$ cat src/rtl/bist_misr_analyzer.sv
// Output response analyser for a BIST loop: compacts CUT responses into a Galois MISR and,
// after NUM_PATTERNS accepted vectors, compares the signature against GOLDEN.
module bist_misr_analyzer #(
  parameter int unsigned           WIDTH        = 3,
  parameter logic [WIDTH-1:0]      POLY         = 3'b010,
  parameter logic [WIDTH-1:0]      SEED         = 3'b000,
  parameter int unsigned           NUM_PATTERNS = 7,
  parameter logic [WIDTH-1:0]      GOLDEN       = 3'b010
) (
  input  logic             CLK,
  input  logic             RST,
  input  logic             Start,
  input  logic [WIDTH-1:0] Din,
  input  logic             Din_valid,
  output logic [WIDTH-1:0] Signature,
  output logic             Busy,
  output logic             Done,
  output logic             Pass
);

  localparam int unsigned CntW = $clog2(NUM_PATTERNS + 1);
  localparam logic [CntW-1:0] LastCnt = CntW'(NUM_PATTERNS - 1);

  typedef enum logic [1:0] {
    StIdle,
    StCompact,
    StCompare,
    StDone
  } state_e;

  state_e           state_q;
  logic [WIDTH-1:0] sig_q;
  logic [WIDTH-1:0] sig_d;
  logic [CntW-1:0]  count_q;
  logic             busy_q;
  logic             done_q;
  logic             pass_q;
  logic             fb;

  // Galois shift right with feedback from the LSB, then fold in the response vector
  always_comb begin
    fb    = sig_q[0];
    sig_d = {fb, sig_q[WIDTH-1:1]} ^ (POLY & {WIDTH{fb}}) ^ Din;
  end

  always_ff @(posedge CLK or negedge RST) begin
    if (!RST) begin
      state_q <= StIdle;
      sig_q   <= SEED;
      count_q <= '0;
      busy_q  <= 1'b0;
      done_q  <= 1'b0;
      pass_q  <= 1'b0;
    end else begin
      unique case (state_q)
        StIdle, StDone: begin
          if (Start) begin
            state_q <= StCompact;
            sig_q   <= SEED;
            count_q <= '0;
            busy_q  <= 1'b1;
            done_q  <= 1'b0;
            pass_q  <= 1'b0;
          end
        end
        StCompact: begin
          // A restart wins over a vector presented in the same cycle
          if (Start) begin
            sig_q   <= SEED;
            count_q <= '0;
          end else if (Din_valid) begin
            sig_q <= sig_d;
            if (count_q == LastCnt) begin
              state_q <= StCompare;
            end else begin
              count_q <= count_q + CntW'(1);
            end
          end
        end
        StCompare: begin
          state_q <= StDone;
          busy_q  <= 1'b0;
          done_q  <= 1'b1;
          pass_q  <= (sig_q == GOLDEN);
        end
        default: state_q <= StIdle;
      endcase
    end
  end

  assign Signature = sig_q;
  assign Busy      = busy_q;
  assign Done      = done_q;
  assign Pass      = pass_q;

endmodule

$ cat config.mk
export PLATFORM = sky130hd
export DESIGN_NAME = bist_misr_analyzer
export DESIGN_NICKNAME = d
export VERILOG_FILES = /design/src/rtl/bist_misr_analyzer.sv
export SDC_FILE = /design/constraint.sdc
export NUM_CORES = 1
export LEC_CHECK = 0
export ABC_AREA = 1
export BUFFER_PORTS_ARGS = -buffer_cell sky130_fd_sc_hd__buf_2
export CAP_MARGIN = 10
export CORE_MARGIN = 3
export CORE_UTILIZATION = 29
export CTS_CLUSTER_DIAMETER = 30
export CTS_CLUSTER_SIZE = 12
export DETAILED_ROUTE_END_ITERATION = 8
export SLEW_MARGIN = 20
export SYNTH_ARGS = -nofsm -noshare
export SYNTH_HDL_FRONTEND = slang
export SYNTH_SLANG_ARGS = --single-unit
$ cat constraint.sdc
create_clock -name CLK -period 3.5 [get_ports CLK]
set_clock_uncertainty 0.05 [all_clocks]
set_input_delay 0.525 -clock CLK [delete_from_list [all_inputs] [get_ports CLK]]
set_output_delay 0.525 -clock CLK [all_outputs]
set_load 0.01 [all_outputs]
==> metrics.md <==
| Metric | Value |
|---|---|
| Cell family with most CP delay | `simple AND/OR/NAND/NOR gates` |
| Total length of routed wires | `1.32 mm` |
| Core area | `0.00228 mm^2` |
| CP endpoint kind | `flop` |
| Switching share of power | `48.7%` |
| Sequential group share of total power | `31.2%` |
| PD cells | `837 mW/mm^2` |
| Core Util, Final | `36.6%` |
| CP Data Arrival Time | `1.61 ns` |
| Setup Crit Path Kind | `flop to flop` |
| Placed insts | `141` |
| Post-route ant nets | `0` |
| Pins Over Slew Limit | `0` |
| Power Internal | `0.357 mW` |
| Layout area overhead | `17.1%` |
| Latest clock arrival within the worst-skew pair | `0.27 ns` |
| Final hold vios | `0` |
| Vias/cell | `4.34` |
| Area of the multi-input gates | `360 um^2` |
| Final Critical Period | `1.50 ns` |
| I/O pin total | `13` |
| Clock sink total | `11` |
| Root Driver | `clkbuf_4` |
| Clk buf depth | `2` |
| DIE AREA | `0.00308 mm^2` |
| Top cell type's share of synthesized area | `38.7%` |
| CP peak stage delay | `0.39 ns` |
| Port Buffer Count | `12` |
| Die Height | `55.5 um` |
| Combined flip-flop and latch cell area | `275 um^2` |
| Actual slew at the worst max-slew pin | `0.250 ns` |
| Final WS setup | `2.00 ns` |
| Synth area leader | `dfrtp_1` |
| Die X-Extent | `55.5 um` |
| CP max FO | `5` |
| Initial antenna violation count | `0` |
| Status | `complete, no violations` |
| Post-CTS Resized | `0` |
| Yosys warns | `0` |
| CP cell instances | `inv_1 -> ha_1 -> inv_1 -> nor2_1 -> nor2_1 -> nand2_1 -> nand2_1 -> nand2_1` |
| Vias in the first global route | `562` |
| Relative slew slack | `83.3%` |
| Cell mode on critical path | `nand2_1` |
| Static leakage | `0.479 nW` |
| Via count | `630` |
| Number of fill cells | `243` |
| Number of synthesized register bits | `11` |
| Htree depth | `1` |
| Most common cell after layout, fill and taps aside | `nand2_1` |
| Fmax | `0.667 GHz` |
| Worst VDD drop | `0.320 mV` |
| Hold Crit Class | `input pin to asynchronous set/reset pin` |
| Gpl congestion | `0.769` |
| Combinational fraction of design power | `55.9%` |
| Setup Fix Bufs, Post-CTS | `0` |
| Worst Path Buf+Inv | `2` |
| Crit-path slowest cell | `dfrtp_1` |
| Initial DRC count | `5` |
| CTS hold repair buffers | `0` |
| Congestion Overflow GR | `0` |
| Fin cells | `145` |
| Post-layout nets | `130` |
| Largest net degree at the start of global routing | `12` |
| DRC | `0` |
| Clk pwr share | `12.8%` |
| Final TNS setup | `0 ns` |
| Top cells by area, synth | `dfrtp_1 (39%), nand2_1 (20%), inv_1 (10%)` |
| Avg Cell Area, Syn | `7.04 um^2` |
| Drt first pass iters | `4` |
| Syn_nets | `113` |
| Initial Util | `31.2%` |
| Distinct cells, synth | `16` |
| N_diodes | `0` |
| Final HPWL DP | `1.08 mm` |
| TritonCTS clock tree | `yes` |
| Mapped Area | `711 um^2` |
| RSZ-0062 raised after global routing | `no` |
| Post-synthesis sequential area ratio | `38.7%` |
| Most frequent cells in the layout | `nand2_1 (38), inv_1 (19), buf_2 (12)` |
| Mapped Cells | `101` |
| Max Cap Viol | `0` |
| Net Switching | `0.339 mW` |
| WP data required | `3.61 ns` |
| First-pass GRT wire length | `2.30 mm` |
| Tcrit/Tclk final | `42.9%` |
| Clk pin slew, worst setup/hold paths | `0.07 ns` |
| CTS buffer count | `3` |
| Row count | `17` |
| Setup violators final | `0` |
| Critical Path Start Type | `flop` |
| Avg WL per Cell | `9.08 um` |
| Final total power | `0.696 mW` |
| Total GRT Usage | `9.22%` |
| Share of layout cells above drive strength 1 | `18.8%` |
| Setup WS pre-CTS | `2.00 ns` |
## worst reg2reg max path: cells and delay by family, from the launching register on
family	cells	cell delay [ns]
fa+ha+maj	1	0.28
buf+inv	2	0.20
flops	1	0.39
simple gates	5	0.48
## cell families after synthesis
| logic type | after synthesis | share of synthesized area [%] |
|---|---|---|
| DFF | 11 | 38.7 |
| adders and majority gates | 5 | 8.80 |
| buffers and inverters | 20 | 10.6 |
| xor gates and xnor gates | 1 | 1.23 |
| AOI/OAI and AO/OA | 5 | 4.05 |
| and+or+nand+nor | 59 | 36.6 |
## metrics by stage
stage / hold slack [ns] / instance area (um^2)
after global placement: 0.360 / 806
after global routing: 0.0759 / 832
after detailed placement: 0.362 / 806
final: 0.0579 / 832
after floorplan: 0.179 / 711
after CTS: 0.0654 / 832
## synthesized netlist by cell type
library cell / n
o21ai_0: 2
a21oi_2: 1
ha_1: 5
nand2_4: 1
inv_2: 1
or2_2: 1
nor3_1: 3
xor2_1: 1
nor2_4: 2
nand2_2: 1
inv_1: 19
dfrtp_1: 11
o21ai_1: 2
nand2_1: 38
nand3_1: 6
nor2_1: 7
## layout make-up
class                   instances  area share, %
flip-flops and latches         11           33.1
inverters                      20           9.02
multi-input cells              70           43.3
clock buffers                   4           3.16
repair buffers                 12           7.22
well taps                      28           4.21
## power by group through the flow
| stage | registers [mW] | logic, mW | clock network (mW) |
|---|---|---|---|
| floorplan | 0.230 | 0.281 | 0 |
| global placement | 0.218 | 0.385 | 0 |
| detailed placement | 0.219 | 0.393 | 0 |
| CTS | 0.217 | 0.395 | 0.0925 |
| global route | 0.228 | 0.454 | 0.0979 |
| finish | 0.218 | 0.389 | 0.0892 |
## final timing paths
kind | endpoint | start | slack (ns) | depth (start not counted)
worst max register to register | state_q[0]$_DFFE_PN0P_ | state_q[0]$_DFFE_PN0P_ | 2.00 | 8
max in group asynchronous | state_q[0]$_DFFE_PN0P_ | RST | 3.14 | 1
worst min register to register | Done$_DFFE_PN0P_ | Done$_DFFE_PN0P_ | 0.47 | 2
worst max-delay path | state_q[0]$_DFFE_PN0P_ | state_q[0]$_DFFE_PN0P_ | 2.00 | 8
min in group CLK | Done$_DFFE_PN0P_ | Done$_DFFE_PN0P_ | 0.47 | 2
worst min-delay path | Signature[1]$_DFFE_PN0P_ | RST | 0.06 | 1
## metal layers
layer	global-route usage (%)	wire, um	up-vias
li1	-	-	334
met4	3.13	17	0
met5	0	0	-
met3	2.34	63	2
met2	14.5	592	10
met1	12.2	643	284
## flip-flops by register name, indices dropped and copies added (netlist names)
signal,flops
state_q,2
count_q,3
Signature,3
Done,1
Busy,1
Pass,1
No activity file was read; power rests on OpenSTA's default activity.
